===== src/rtl/nmi2apb_bridge.sv =====
// nmi2apb_bridge: NMI-to-APB4 bridge, one outstanding transfer; define NMI2APB_TIMEOUT_EN to abort stalled ACCESS phases
module nmi2apb_bridge #(
    parameter int unsigned TIMEOUT_CYCLES = 255,
    parameter logic [31:0] ERR_RDATA      = 32'hDEAD_BEEF
) (
    input  logic        clk_i,
    input  logic        rst_i,
    input  logic        nmi_valid_i,
    input  logic [31:0] nmi_addr_i,
    input  logic [31:0] nmi_wdata_i,
    input  logic [3:0]  nmi_wstrb_i,
    output logic [31:0] nmi_rdata_o,
    output logic        nmi_ready_o,
    output logic [31:0] apb_paddr_o,
    output logic [31:0] apb_pwdata_o,
    output logic [3:0]  apb_pstrb_o,
    output logic        apb_pwrite_o,
    output logic [2:0]  apb_pprot_o,
    output logic        apb_psel_o,
    output logic        apb_penable_o,
    input  logic [31:0] apb_prdata_i,
    input  logic        apb_pready_i,
    input  logic        apb_pslverr_i,
    output logic        err_o
);
    typedef enum logic [1:0] {IDLE, SETUP, ACCESS, RESP} state_t;
    state_t state, next;
    logic   timeout;
    logic   done;

    if (TIMEOUT_CYCLES < 1 || TIMEOUT_CYCLES > 65535) begin : g_bad_timeout
        $error("nmi2apb_bridge: TIMEOUT_CYCLES out of range");
    end

`ifdef NMI2APB_TIMEOUT_EN
    logic [15:0] cnt;
    // count stalled ACCESS cycles, restarting whenever a new ACCESS phase begins
    always_ff @(posedge clk_i) begin
        if (rst_i || state == SETUP)
            cnt <= '0;
        else if (state == ACCESS && !apb_pready_i)
            cnt <= cnt + 16'd1;
    end
    assign timeout = !apb_pready_i && (32'(cnt) + 32'd1 >= TIMEOUT_CYCLES);
`else
    assign timeout = 1'b0;
`endif

    assign done        = state == ACCESS && (apb_pready_i || timeout);
    assign apb_pprot_o = 3'b000;

    // state register
    always_ff @(posedge clk_i) begin
        if (rst_i)
            state <= IDLE;
        else
            state <= next;
    end

    // next-state logic: one APB transfer per accepted request, valid ignored outside IDLE
    always_comb begin
        next = state;
        case (state)
            IDLE:    next = nmi_valid_i ? SETUP : IDLE;
            SETUP:   next = ACCESS;
            ACCESS:  next = done ? RESP : ACCESS;
            default: next = IDLE;
        endcase
    end

    // registered outputs: APB phase strobes follow the next state, request fields latch only in IDLE
    always_ff @(posedge clk_i) begin
        if (rst_i) begin
            apb_psel_o    <= 1'b0;
            apb_penable_o <= 1'b0;
            nmi_ready_o   <= 1'b0;
            apb_paddr_o   <= '0;
            apb_pwdata_o  <= '0;
            apb_pstrb_o   <= '0;
            apb_pwrite_o  <= 1'b0;
            nmi_rdata_o   <= '0;
            err_o         <= 1'b0;
        end else begin
            apb_psel_o    <= next == SETUP || next == ACCESS;
            apb_penable_o <= next == ACCESS;
            nmi_ready_o   <= next == RESP;
            if (state == IDLE && nmi_valid_i) begin
                apb_paddr_o  <= nmi_addr_i;
                apb_pwrite_o <= |nmi_wstrb_i;
                apb_pstrb_o  <= nmi_wstrb_i;
                apb_pwdata_o <= |nmi_wstrb_i ? nmi_wdata_i : '0;
            end
            if (done) begin
                nmi_rdata_o <= apb_pwrite_o ? '0 : apb_pready_i ? apb_prdata_i : ERR_RDATA;
                err_o       <= apb_pready_i ? apb_pslverr_i : 1'b1;
            end else if (state == RESP) begin
                nmi_rdata_o <= '0;
                err_o       <= 1'b0;
            end
        end
    end
endmodule


===== config.mk =====
export PLATFORM = sky130hd
export DESIGN_NAME = nmi2apb_bridge
export DESIGN_NICKNAME = d
export VERILOG_FILES = /design/src/rtl/nmi2apb_bridge.sv
export SDC_FILE = /design/constraint.sdc
export NUM_CORES = 1
export LEC_CHECK = 0
export CORE_AREA = 4 4 125 97
export DETAILED_ROUTE_END_ITERATION = 16
export DIE_AREA = 0 0 129 101
export GPL_TIMING_DRIVEN = 0
export PLACE_DENSITY = 0.76
export SLEW_MARGIN = 20
export SYNTH_ARGS = -nofsm -noshare
export SYNTH_HDL_FRONTEND = slang
export SYNTH_SLANG_ARGS = --single-unit

===== constraint.sdc =====
create_clock -name clk_i -period 1.7 [get_ports clk_i]
set_input_delay 0.255 -clock clk_i [delete_from_list [all_inputs] [get_ports clk_i]]
set_output_delay 0.255 -clock clk_i [all_outputs]
set_load 0.01 [all_outputs]

==> results.yml, run 1 <==
finish:
  mostFrequentLayoutCell: "clkdlybuf4s50_1"
  nets: 738
  mostFrequentLayoutCells: "clkdlybuf4s50_1 (209), dfxtp_1 (107), nand2_1 (105)"
  stdcell_count: 773
  n_antenna_cell: 0
  drive_above_1_share: 0.167
  areaGrowthSynthToFinish_pct: 65.8
  final_util: 0.611
worst_setup_path:
  cp_cell_sequence: "clkdlybuf4s50_1"
  cp.required_ns: 1.44
  worstSetupEndpointType: "primary output"
  cp_max_fo: 3
  slowest_delay_ns: 0.60
  reg2reg_slack_ns: 0.12
  cpMaxStageDelayCell: "clkdlybuf4s50_1"
  worst-path-buf-inv: 1
  crit_type: "reg2out"
  critPathLaunch: "apb_pwrite_o"
  startpoint_type: "flip-flop"
  critical-path-top-delay-family: "buffers and inverters"
  arrival_ns: 1.36
  r2r_start: "state[1]"
power:
  p_sw_mw: 1.65
  sw_frac_of_total: 0.263
  power_frac_comb: 0.217
  power_leakage_nw: 2.46
  max-vdd-ir-drop_v: 0.000449
  seqPwrFrac: 0.444
  intPower_mw: 4.62
  total_power_mw: 6.27
  p_per_area_nw_per_um2: 948
  clkPwrFrac: 0.339
global_routing:
  grt_remaining_overflow: 0
  grt_start_max_net_pins: 18
  grt_usage: 0.179
  grt_pass1_wl_um: 18600
  antenna_found_initial: 0
  grt_pass1_vias: 3776
detailed_routing:
  wl_um: 12300
  drt_pass1_iterations: 4
  wl_per_cell_um: 15.9
  viasPerCell: 4.77
  num_vias: 3688
  ant_nets: 0
  drt-initial-drc-count: 120
  remaining_drc_errors: 0
clock_tree:
  cts.sinks: 107
  tritoncts: "built"
  htree_levels: 3
  post_cts_buffers: 0
  clk_transition_reported_paths_ns: 0.07
  cts_max_path_buffers: 2
  worstSkewPairLatency_ns: 0.34
  cts_buffers: 9
  root_buffer: "clkbuf_16"
yosys:
  synth_top_area_cell: "dfxtp_1"
  syn_inst: 406
  syn_avg_cell_area_um2: 9.83
  yosysUniqueCellTypes: 25
  yosys-top-cells-area: "dfxtp_1 (54%), nand2_1 (10%), nand3_2 (7.5%)"
  yosysWarnings: 0
  synth_top_area_frac: 0.537
  synth_seq_cells: 107
  syn-cell-area_um2: 3990
  seq_area_frac_synth: 0.537
  synth_ff_type: "dfxtp_1"
  async_flop_share: 0
  synth-edff-count: 0
run:
  cap_viol_max_count: 0
sta:
  setup_slack_ns: 0.0826
  rsz0062_at_grt: "true"
  setup_viol: 0
  fmaxAchievable_ghz: 0.618
  worst_pin_slew_ns: 0.588
  drv_slew: 0
  hold_violations: 0
  slew-limit-headroom: 0.608
  period_needed_ns: 1.62
  period_share: 0.951
  skew_ns: 0.00850
min_path:
  hp-class: "reg2reg"
  min-delay-start: "apb_paddr_o[31]"
placed_design:
  dpl.cell_count: 757
  dp_slack_ns: -0.447
  port_buffers: 209
  place_congestion: 0.772
  hpwlAfterDp_um: 9550
floorplan:
  die_area_um2: 13000
  die_h_um: 101
  chipWidth_um: 129
  start_util: 0.369
  core_um2: 10800
  fp-row-count: 33
  io_pins: 213
outcome:
  status: "finished clean"
-- metal layers --
| layer | track usage | wire (µm) | vias up |
|---|---|---|---|
| met2 | 0.302 | 5850 | 145 |
| li1 | - | - | 1810 |
| met5 | 0 | 0 | - |
| met1 | 0.213 | 5150 | 1712 |
| met3 | 0.0678 | 1080 | 21 |
| met4 | 0.0517 | 213 | 0 |
-- cell usage after synthesis (all sizes together) (2+ instances only) --
| library cell | number |
|---|---|
| a21oi | 69 |
| a22o | 32 |
| dfxtp | 107 |
| nor2 | 4 |
| buf | 20 |
| inv | 3 |
| nand2 | 106 |
| nor2b | 3 |
| nand3 | 33 |
| clkbuf | 16 |
| nor3 | 2 |
| ha | 5 |
-- cell type report --
| type | count | area (µm²) |
|---|---|---|
| fill | 901 | 4200 |
| multi-input combinational | 262 | 1640 |
| clock buffer | 11 | 243 |
| buffer | 36 | 250 |
| clock inverter | 5 | 60.1 |
| sequential | 107 | 2140 |
| tap | 140 | 175 |
| inverter | 3 | 11.3 |
| timing repair buffer | 209 | 2090 |
-- registers in the layout, summed over array words and instances, names as in the netlist --
signal and cells:
apb_paddr_o 32, nmi_ready_o 1, apb_psel_o 1, apb_pwrite_o 1, nmi_rdata_o 32, apb_penable_o 1, state 2, err_o 1
apb_pwdata_o 32, apb_pstrb_o 4
-- worst paths after layout --
kind,to,cells after the start
max,apb_pwrite_o,1
min,apb_paddr_o[31],2
max reg2reg,nmi_ready_o,8
min reg2reg,apb_paddr_o[31],2
-- stage by stage --
step / area [µm²] / setup TNS, ns / hold slack [ns]
5_1_grt: 6610 / -0.0136 / 0.452
2_1_floorplan: 4000 / 0 / 0.386
6_report: 6610 / 0 / 0.455
3_3_place_gp: 6260 / -8.58 / 0.442
4_1_cts: 6580 / 0 / 0.445
3_5_place_dp: 6260 / -11.63 / 0.449
-- tightest hold or removal path: stages (launching register included) --
cell and delay, ns:
dfxtp_1 0.31, nand2_1 0.05, a21oi_1 0.05
-- what timing repair did --
action | CTS | global route
gates resized for setup | 7 | 16
hold buffers | 0 | 0
setup endpoints to repair | 14 | 56
-- logic make-up after synthesis --
family | after synthesis | synth area share
buffers and inverters | 39 | 0.0593
adders and majority gates | 5 | 0.0157
other | 1 | 0.000940
DFF | 107 | 0.537
and+or+nand+nor | 151 | 0.197
AOI/OAI and AO/OA | 103 | 0.190
-- power groups by stage --
stage	clock, mW	sequential, mW	combinational (mW)
floorplan	0	2.91	0.510
global placement	0	2.83	1.32
detailed placement	0	2.84	1.34
CTS	2.17	2.79	1.36
global route	2.25	2.81	1.48
finish	2.12	2.78	1.36
Power figures use the tool's default switching activity.
==> inputs of run 2 (changes only) <==
- SKIP_CTS_REPAIR_TIMING: unset -> 1
==> run 2 against run 1 <==
Total power fell by 0.17%. Design area decreased by 0.19%. Clock skew down 0.00084 ns. Critical path type unchanged. Final cell count fell by 0.13%. Utilization shrank 0.12 points. Flip-flop and latch count is the same. Via count increased by 0.70%. Count of clock-buffer cells in the layout unchanged. Maximum frequency fell by 0.12%. Combinational power barely moved.
==> results.yml, run 2 (synthesized netlist as in run 1, its figures left out) <==
worst_setup_path:
  startpoint_type: "flip-flop"
  arrival_ns: 1.36
  cp_cell_sequence: "clkdlybuf4s50_1"
  critical-path-top-delay-family: "buffers and inverters"
  worst-path-buf-inv: 1
  cpMaxStageDelayCell: "clkdlybuf4s50_1"
  cp_max_fo: 3
  crit_type: "reg2out"
  slowest_delay_ns: 0.60
  worstSetupEndpointType: "primary output"
  cp.required_ns: 1.44
finish:
  fill_cells: 902
  nets: 737
  mostFrequentLayoutCells: "clkdlybuf4s50_1 (209), dfxtp_1 (107), nand2_1 (105)"
  n_antenna_cell: 0
  top_regs: "apb_paddr_o x32, apb_pwdata_o x32, nmi_rdata_o x32"
  drive_above_1_share: 0.165
  areaGrowthSynthToFinish_pct: 65.4
  mostFrequentLayoutCell: "clkdlybuf4s50_1"
detailed_routing:
  dr_wl_met2_um: 5890
  ant_nets: 0
  drt-initial-drc-count: 120
  route.met3.wl_um: 1080
  wl_per_cell_um: 15.9
  num_vias: 3714
  wl_met1_um: 5100
  viasPerCell: 4.81
  wl_um: 12300
  highest_layer: "met4"
  remaining_drc_errors: 0
  drt_pass1_iterations: 5
placed_design:
  port_buffers: 209
  dp_slack_ns: -0.447
  hpwlAfterDp_um: 9550
  place_congestion: 0.772
global_routing:
  grt_start_max_net_pins: 18
  grt_pass1_vias: 3776
  grt_pass1_wl_um: 18600
  grt_remaining_overflow: 0
  grt_usage: 0.179
  antenna_found_initial: 0
floorplan:
  fp-row-count: 33
  core_um2: 10800
  start_util: 0.369
  die_h_um: 101
  die_area_um2: 13000
  chipWidth_um: 129
  io_pins: 213
power:
  p_per_area_nw_per_um2: 948
  max-vdd-ir-drop_v: 0.000448
  power_frac_comb: 0.216
  seqPwrFrac: 0.445
  clkPwrFrac: 0.339
  total_power_mw: 6.26
  intPower_mw: 4.61
  sw_frac_of_total: 0.264
  p_sw_mw: 1.65
  power_leakage_nw: 2.45
clock_tree:
  cts.sinks: 107
  htree_levels: 3
  tritoncts: "built"
  cts_max_path_buffers: 2
  cts_buffers: 9
  clk_transition_reported_paths_ns: 0.07
  root_buffer: "clkbuf_16"
  worstSkewPairLatency_ns: 0.34
sta:
  worst_pin_slew_ns: 0.584
  skew_ns: 0.00766
  fmaxAchievable_ghz: 0.618
  period_share: 0.953
  setup_viol: 0
  finalSetupTns_ns: 0
  period_needed_ns: 1.62
  slew-limit-headroom: 0.611
  setup_slack_ns: 0.0807
  drv_slew: 0
  rsz0062_at_grt: "true"
  hold_violations: 0
min_path:
  hp-class: "reg2reg"
outcome:
  status: "finished clean"
run:
  cap_viol_max_count: 0
## run 2: cell types whose count changed in the layout (fill, tap and decap cells not counted)
cell      delta
clkbuf_2     -1
clkbuf_1     +1
buf_6        -1
## run 2: power by group through the flow
stage / Combinational, mW / Sequential (mW) / Clock, mW
floorplan: 0.510 / 2.91 / 0
global placement: 1.32 / 2.83 / 0
detailed placement: 1.34 / 2.84 / 0
CTS: 1.35 / 2.79 / 2.17
global route: 1.47 / 2.81 / 2.25
finish: 1.35 / 2.78 / 2.12
## run 2: metal layers
metal,track usage,up-vias
met5,0,-
met4,0.0517,0
met3,0.0678,21
met2,0.303,152
met1,0.213,1730
li1,-,1811
## run 2: cell type report
cell class,instances,area (µm²),share of cell area
multi-input combinational,262,1640,0.248
tap,140,175,0.0265
inverter,3,11.3,0.00171
clock buffer,11,243,0.0368
buffer,35,238,0.0360
timing repair buffer,209,2090,0.317
sequential,107,2140,0.324
clock inverter,5,60.1,0.00910
## run 2: stage by stage
| stage | area, µm² | util | hold slack, ns | instances |
|---|---|---|---|---|
| 2_1_floorplan | 4000 | - | 0.386 | 408 |
| 3_5_place_dp | 6260 | 0.579 | 0.449 | 757 |
| 4_1_cts | 6570 | 0.607 | 0.445 | 773 |
| 5_1_grt | 6600 | 0.610 | 0.452 | 772 |
| 3_3_place_gp | 6260 | 0.579 | 0.442 | 757 |
| 6_report | 6600 | 0.610 | 0.455 | 772 |
## run 2: worst paths after layout
| check | start | slack (ns) | endpoint | depth (start not counted) |
|---|---|---|---|---|
| max | apb_pwrite_o | 0.08 | apb_pwrite_o | 1 |
| min | apb_paddr_o[31] | 0.46 | apb_paddr_o[31] | 2 |
| max reg2reg | state[1] | 0.12 | nmi_ready_o | 8 |
| min reg2reg | apb_paddr_o[31] | 0.46 | apb_paddr_o[31] | 2 |
## run 2: worst register-to-register path: stages, from the launching register on
cell and delay [ns]:
dfxtp_1 0.36, inv_1 0.06, ha_1 0.21, nand2_4 0.14, buf_6 0.17, a21o_1 0.18
inv_1 0.06, ha_1 0.18, nor2b_1 0.12
==> inputs of run 3 (changes only) <==
- ABC_AREA: unset -> 1
- CORE_AREA: 4 4 125 97 -> 4 4 124 96
- DIE_AREA: 0 0 129 101 -> 0 0 128 100
- REMOVE_ABC_BUFFERS: unset -> 1
==> run 3 against run 2 <==
Die area shrank 1.8%. Via count rose by 6.3%. Maximum frequency shrank 3.3%. Synthesized area fell by 2.1%. Routed wire length up 1.7%. Highest routed layer unchanged. Final cell count rose by 4.9%. Clock power is 4% lower. Largest power group unchanged. Total power decreased by 2.0%. Utilization down 1.7 points.
==> results.yml, run 3 <==
worst_setup_path:
  worstSetupEndpointType: "flip-flop"
  reg2reg_slack_ns: 0.04
  cp_max_fo: 18
  startpoint_type: "input port"
  cpMaxStageDelayCell: "clkdlybuf4s50_1"
  arrival_ns: 1.95
  r2r_start: "state[0]"
  reg2reg_depth: 7
  worst-path-buf-inv: 2
  cp.required_ns: 1.97
  cp_cell_sequence: "clkdlybuf4s50_1 > nand2_8 > a21oi_2 > inv_1 > ha_1 > nor2_1"
  slowest_delay_ns: 0.77
  critical-path-top-delay-family: "buffers and inverters"
  reg2reg_to: "apb_psel_o"
  crit_type: "in2reg"
detailed_routing:
  viasPerCell: 4.87
  wl_um: 12500
  dr_wl_met2_um: 5990
  drt-initial-drc-count: 230
  remaining_drc_errors: 0
  ant_nets: 0
  wl_per_cell_um: 15.4
  num_vias: 3947
  drt_pass1_iterations: 4
  wl_met1_um: 5230
  route.met3.wl_um: 1090
  highest_layer: "met4"
yosys:
  yosysUniqueCellTypes: 17
  syn-cell-area_um2: 3900
  synth_ff_type: "dfxtp_1"
  synth_common_cells: "nand2_1 (139), dfxtp_1 (107), a21oi_1 (102), nand3_1 (66), buf_2 (23)"
  synth_top_area_cell: "dfxtp_1"
  syn_inst: 480
  synth-edff-count: 0
  yosysMostFrequentCell: "nand2_1"
  synth_top_area_frac: 0.549
  yosysWarnings: 0
  seq_area_frac_synth: 0.549
  async_flop_share: 0
  yosys-top-cells-area: "dfxtp_1 (55%), nand2_1 (13%), a21oi_1 (13%)"
  syn_avg_cell_area_um2: 8.14
  synth_seq_cells: 107
clock_tree:
  tritoncts: "built"
  clk_transition_reported_paths_ns: 0.07
  worstSkewPairLatency_ns: 0.34
  cts_max_path_buffers: 2
  htree_levels: 3
  cts.sinks: 107
  root_buffer: "clkbuf_16"
  cts_buffers: 9
run:
  cap_viol_max_count: 0
finish:
  n_antenna_cell: 0
  stdcell_area_um2: 6360
  mostFrequentLayoutCell: "clkdlybuf4s50_1"
  drive_above_1_share: 0.0433
  fill_cells: 950
  mostFrequentLayoutCells: "clkdlybuf4s50_1 (208), nand2_1 (138), dfxtp_1 (107)"
  areaGrowthSynthToFinish_pct: 63.0
  top_regs: "apb_paddr_o x32, apb_pwdata_o x32, nmi_rdata_o x32"
  nets: 775
outcome:
  status: "finished clean"
sta:
  rsz0062_at_grt: "true"
  setup_slack_ns: 0.0252
  skew_ns: 0.00430
  setup_viol: 0
  slew-limit-headroom: 0.573
  hold_violations: 0
  worst_pin_slew_ns: 0.638
  fmaxAchievable_ghz: 0.597
  period_share: 0.985
  period_needed_ns: 1.67
  drv_slew: 0
placed_design:
  port_buffers: 209
  hpwlAfterDp_um: 8330
  place_congestion: 0.789
  placed_cell_area_um2: 5980
  dp_slack_ns: -1.04
floorplan:
  start_util: 0.364
  chipWidth_um: 128
  die_h_um: 100
  core_um2: 10700
  fp-row-count: 33
  io_pins: 213
  die_area_um2: 12800
power:
  sw_frac_of_total: 0.265
  power_leakage_nw: 2.25
  total_power_mw: 6.13
  p_per_area_nw_per_um2: 964
  max-vdd-ir-drop_v: 0.000664
  clkPwrFrac: 0.333
  power_frac_comb: 0.213
  intPower_mw: 4.51
  p_sw_mw: 1.62
  seqPwrFrac: 0.454
global_routing:
  grt_pass1_vias: 3672
  grt_pass1_wl_um: 18200
  grt_usage: 0.174
  grt_start_max_net_pins: 72
  grt_remaining_overflow: 0
  antenna_found_initial: 0
min_path:
  hold-path-cell-count: 2
  min_to: "nmi_ready_o"
  min-delay-start: "rst_i"
  hp-class: "in2reg"
==> run 3: cell types whose count changed after synthesis, sizes merged, moves of 5 or more <==
cell	delta
a21oi	+34
nand2	+35
inv	+5
clkbuf	-6
a22o	-32
nand3	+33
buf	+11
==> run 3: worst reg2reg max path, cell delays in order (launching register included) <==
cell	delay, ns
dfxtp_1	0.33
inv_1	0.17
ha_4	0.26
nand2_8	0.15
a21oi_2	0.20
inv_1	0.08
ha_1	0.29
nor2_1	0.11
==> run 3: kinds of logic (layout without fill, tap and decap cells) <==
group                    after synthesis  in the layout  synth area share
AND/OR/NAND/NOR                      215            217             0.235
buffers and inverters                 49            235            0.0670
flip-flops                           107            107             0.549
adder cells (fa/ha/maj)                5              5            0.0160
other                                  1              3          0.000960
AO/OA/AOI/OAI                        103            103             0.133
==> run 3: power by group through the flow <==
stage          Clock (mW)  Sequential, mW  Combinational [mW]
4_1_cts              2.10            2.79                1.24
3_3_place_gp            0            2.83                1.21
2_1_floorplan           0            2.92               0.384
3_5_place_dp            0            2.84                1.24
6_report             2.04            2.79                1.31
5_1_grt              2.22            2.80                1.42
==> run 3: worst max path at each step <==
stage / start / to / slack [ns] / cells past startpoint
2_1_floorplan: state[0] / apb_pwdata_o[0] / -0.45 / 6
3_3_place_gp: rst_i / apb_penable_o / -2.03 / 2
3_5_place_dp: nmi_valid_i / apb_pwdata_o[19] / -1.04 / 5
4_1_cts: state[0] / apb_pwdata_o[5] / -0.87 / 6
5_1_grt: state[0] / apb_psel_o / -0.09 / 7
6_report: nmi_valid_i / apb_psel_o / 0.03 / 6
==> run 3: area by class of cell <==
type	instances	area (µm²)	area share
flip-flops and latches	107	2140	0.337
repair buffers	210	2120	0.333
multi-input cells	328	1580	0.248
clock buffers	10	229	0.0360
well taps	140	175	0.0275
clock inverters	6	66.3	0.0104
inverters	8	46.3	0.00727
repair inverters	1	7.51	0.00118
==> run 3: per-stage QoR <==
stage	instances	util	hold slack, ns	setup TNS (ns)
6_report	810	0.593	0.367	0
2_1_floorplan	441	-	0.322	-29.36
3_5_place_dp	791	0.557	0.456	-71.06
4_1_cts	807	0.584	0.361	-56.31
3_3_place_gp	790	0.554	0.451	-206.24
5_1_grt	810	0.593	0.392	-1.36
==> run 3: routing by layer <==
| metal | vias up | track usage |
|---|---|---|
| met1 | 1846 | 0.202 |
| met3 | 16 | 0.0707 |
| li1 | 1948 | - |
| met5 | - | 0 |
| met4 | 0 | 0.0432 |
| met2 | 137 | 0.300 |
==> RTL edit: new RTL, flow settings as in run 2 <==
Register the output `err_o` once more, cleared by the reset; this adds one clock of latency there. The other outputs are not delayed to match.
--- a/src/rtl/nmi2apb_bridge.sv
+++ b/src/rtl/nmi2apb_bridge.sv
@@ -24,6 +24,8 @@
     output logic        err_o
 );
     typedef enum logic [1:0] {IDLE, SETUP, ACCESS, RESP} state_t;
+
+    logic err_s0;
     state_t state, next;
     logic   timeout;
     logic   done;
@@ -79,7 +81,7 @@
             apb_pstrb_o   <= '0;
             apb_pwrite_o  <= 1'b0;
             nmi_rdata_o   <= '0;
-            err_o         <= 1'b0;
+            err_s0        <= 1'b0;
         end else begin
             apb_psel_o    <= next == SETUP || next == ACCESS;
             apb_penable_o <= next == ACCESS;
@@ -92,12 +94,20 @@
             end
             if (done) begin
                 nmi_rdata_o <= apb_pwrite_o ? '0 : apb_pready_i ? apb_prdata_i : ERR_RDATA;
-                err_o       <= apb_pready_i ? apb_pslverr_i : 1'b1;
+                err_s0      <= apb_pready_i ? apb_pslverr_i : 1'b1;
             end else if (state == RESP) begin
                 nmi_rdata_o <= '0;
-                err_o       <= 1'b0;
+                err_s0      <= 1'b0;
             end
         end
     end
+    always_ff @(posedge clk_i) begin
+        if (rst_i) begin
+            err_o <= '0;
+        end else begin
+            err_o <= err_s0;
+        end
+    end
+
 endmodule
 
Formal check against the unedited RTL: not equivalent (a bounded check fails within 4 cycles, from zero or initial values and one cycle with rst_i high).
==> RTL edit against run 2 <==
  * Hold slack worse by 31 ps
  * Count of clock-buffer cells in the layout decreased by 1
  * Critical endpoint unchanged
  * Sequential cell count up 1
  * Total power grew 2.4%
  * Highest routed layer unchanged
  * Area after synthesis rose by 0.85%
  * Setup slack better by 18 ps
  * Critical path type unchanged
  * Cell count grew 0.26%
  * First-iteration DRC count is 5.0% lower
  * Wire length down 0.36%
  * Sequential share of layout area is 0.15 points higher
  * Design area grew 0.45%
  * Largest power group unchanged
==> RTL edit: results (changes against run 2) <==
VDD IR max=0.6377 mV (was 0.4478 mV); DR pass1 iterations=4 (was 5); Critical Path Fanout Max=3 (unchanged); Iteration-0 DRC Markers=114 (was 120); first-pass GRT wire length=19.26 mm (was 18.61 mm); worst hold slack=424.6 ps (was 455.3 ps); commonest cells in the netlist=dfxtp_1 (108), nand2_1 (106), a21oi_1 (39) (was dfxtp_1 (107), nand2_1 (106), a21oi_1 (39)); static leakage=0.002462 uW (was 0.002447 uW); H-tree levels=3 (unchanged); final net count=739 (was 737); gpl congestion=0.8047 (was 0.7721); Port Buffers=208 (was 209); largest net degree at the start of global routing=19 (was 18); Worst R2R Setup Slack=120 ps (about the same); R2R depth=5 (was 8); routed length per instance=15.81 um (was 15.90 um); Hold Crit Class=in -> reg (was reg -> reg); Bufs on Longest Clock Path=2 (unchanged); vias per cell=4.743 (was 4.811); status=complete, no violations (unchanged); area after detailed placement=0.006289 mm^2 (was 0.006265 mm^2); clk_skew=4.512 ps (was 7.658 ps); Synth cell types=25 (unchanged); top flop regs=apb_paddr_o x32, apb_pwdata_o x32, nmi_rdata_o x32 (unchanged); vias in the first global route=3820 (was 3776); fraction of registers with async set/reset=0 (unchanged); Seq/Total Area, Yosys=0.5373 (was 0.5368); post-layout min period=1602 ps (was 1619 ps); CTS Buf Count=9 (unchanged); Slew HR=0.5033 (was 0.6108); Critical Path Sink=apb_pwrite_o (unchanged); reg-to-reg endpoint=nmi_rdata_o[9] (was nmi_ready_o); r2r startpoint=state[0] (was state[1]); ranking of synthesized cells by area=dfxtp_1 (54%), nand2_1 (9.9%), nand3_2 (7.5%) (was dfxtp_1 (54%), nand2_1 (10%), nand3_2 (7.5%)); overall routing resource usage=0.1856 (was 0.1792); CP max-delay cell=clkdlybuf4s50_1 (unchanged); HP Start=rst_i (was apb_paddr_o[31]); share of cells above drive strength 1=0.1625 (was 0.1646); number of diodes=0 (unchanged); worst slack at placement=-402.4 ps (was -446.5 ps); hpwl dp=9.495 mm (was 9.549 mm)
RTL edit: changes by cell type after synthesis:
cell | before | now
clkbuf_1 | 16 | 14
nor2b_1 | 3 | 4
dfxtp_1 | 107 | 108
buf_2 | 9 | 12
RTL edit: power breakdown:
part | total, uW | internal, uW | switching (uW)
sequential | 2810 | 2710 | 99.6
clock | 2260 | 1310 | 950
combinational | 1340 | 722 | 617
RTL edit: kinds of logic (layout without fill, tap and decap cells):
group,count (synthesis),in the layout,share of synthesized area
AND/OR/NAND/NOR,152,152,0.1971
flip-flops,108,108,0.5373
AO/OA/AOI/OAI,103,103,0.1884
buffers and inverters,40,263,0.06063
adder cells (fa/ha/maj),5,5,0.01555
other,1,3,0.0009319
RTL edit: layout make-up:
class	instances	area [um^2]
clock buffers	10	229.0
repair buffers	208	2082
fillers	920	4187
multi-input cells	263	1639
flip-flops and latches	108	2162
plain buffers	36	237.7
well taps	140	175.2
inverters	3	11.26
clock inverters	6	95.09
RTL edit: metrics by stage:
step                      total power [uW]  setup TNS, ps  std cells
final                                 6409              0        774
after global placement                4172          -4282        759
after CTS                             6481         -846.6        775
after global routing                  6734              0        774
after floorplan                       3452              0        411
after detailed placement              4201          -6428        759
RTL edit: how the worst min path moves through the flow:
stage	cells past startpoint	end
final	3	nmi_rdata_o[13]
after global routing	3	nmi_rdata_o[13]
after CTS	3	nmi_rdata_o[13]
after detailed placement	2	apb_paddr_o[19]
after global placement	2	apb_paddr_o[22]
after floorplan	2	apb_pwdata_o[10]
RTL edit: per-layer routing:
metal	vias to the layer above	global-route usage	part of all wire	wire, um
met5	-	0	0	0
met4	0	0.03955	0.011	140
met3	12	0.07945	0.097	1187
met2	148	0.3125	0.47	5745
met1	1691	0.2215	0.42	5160
li1	1820	-	-	-
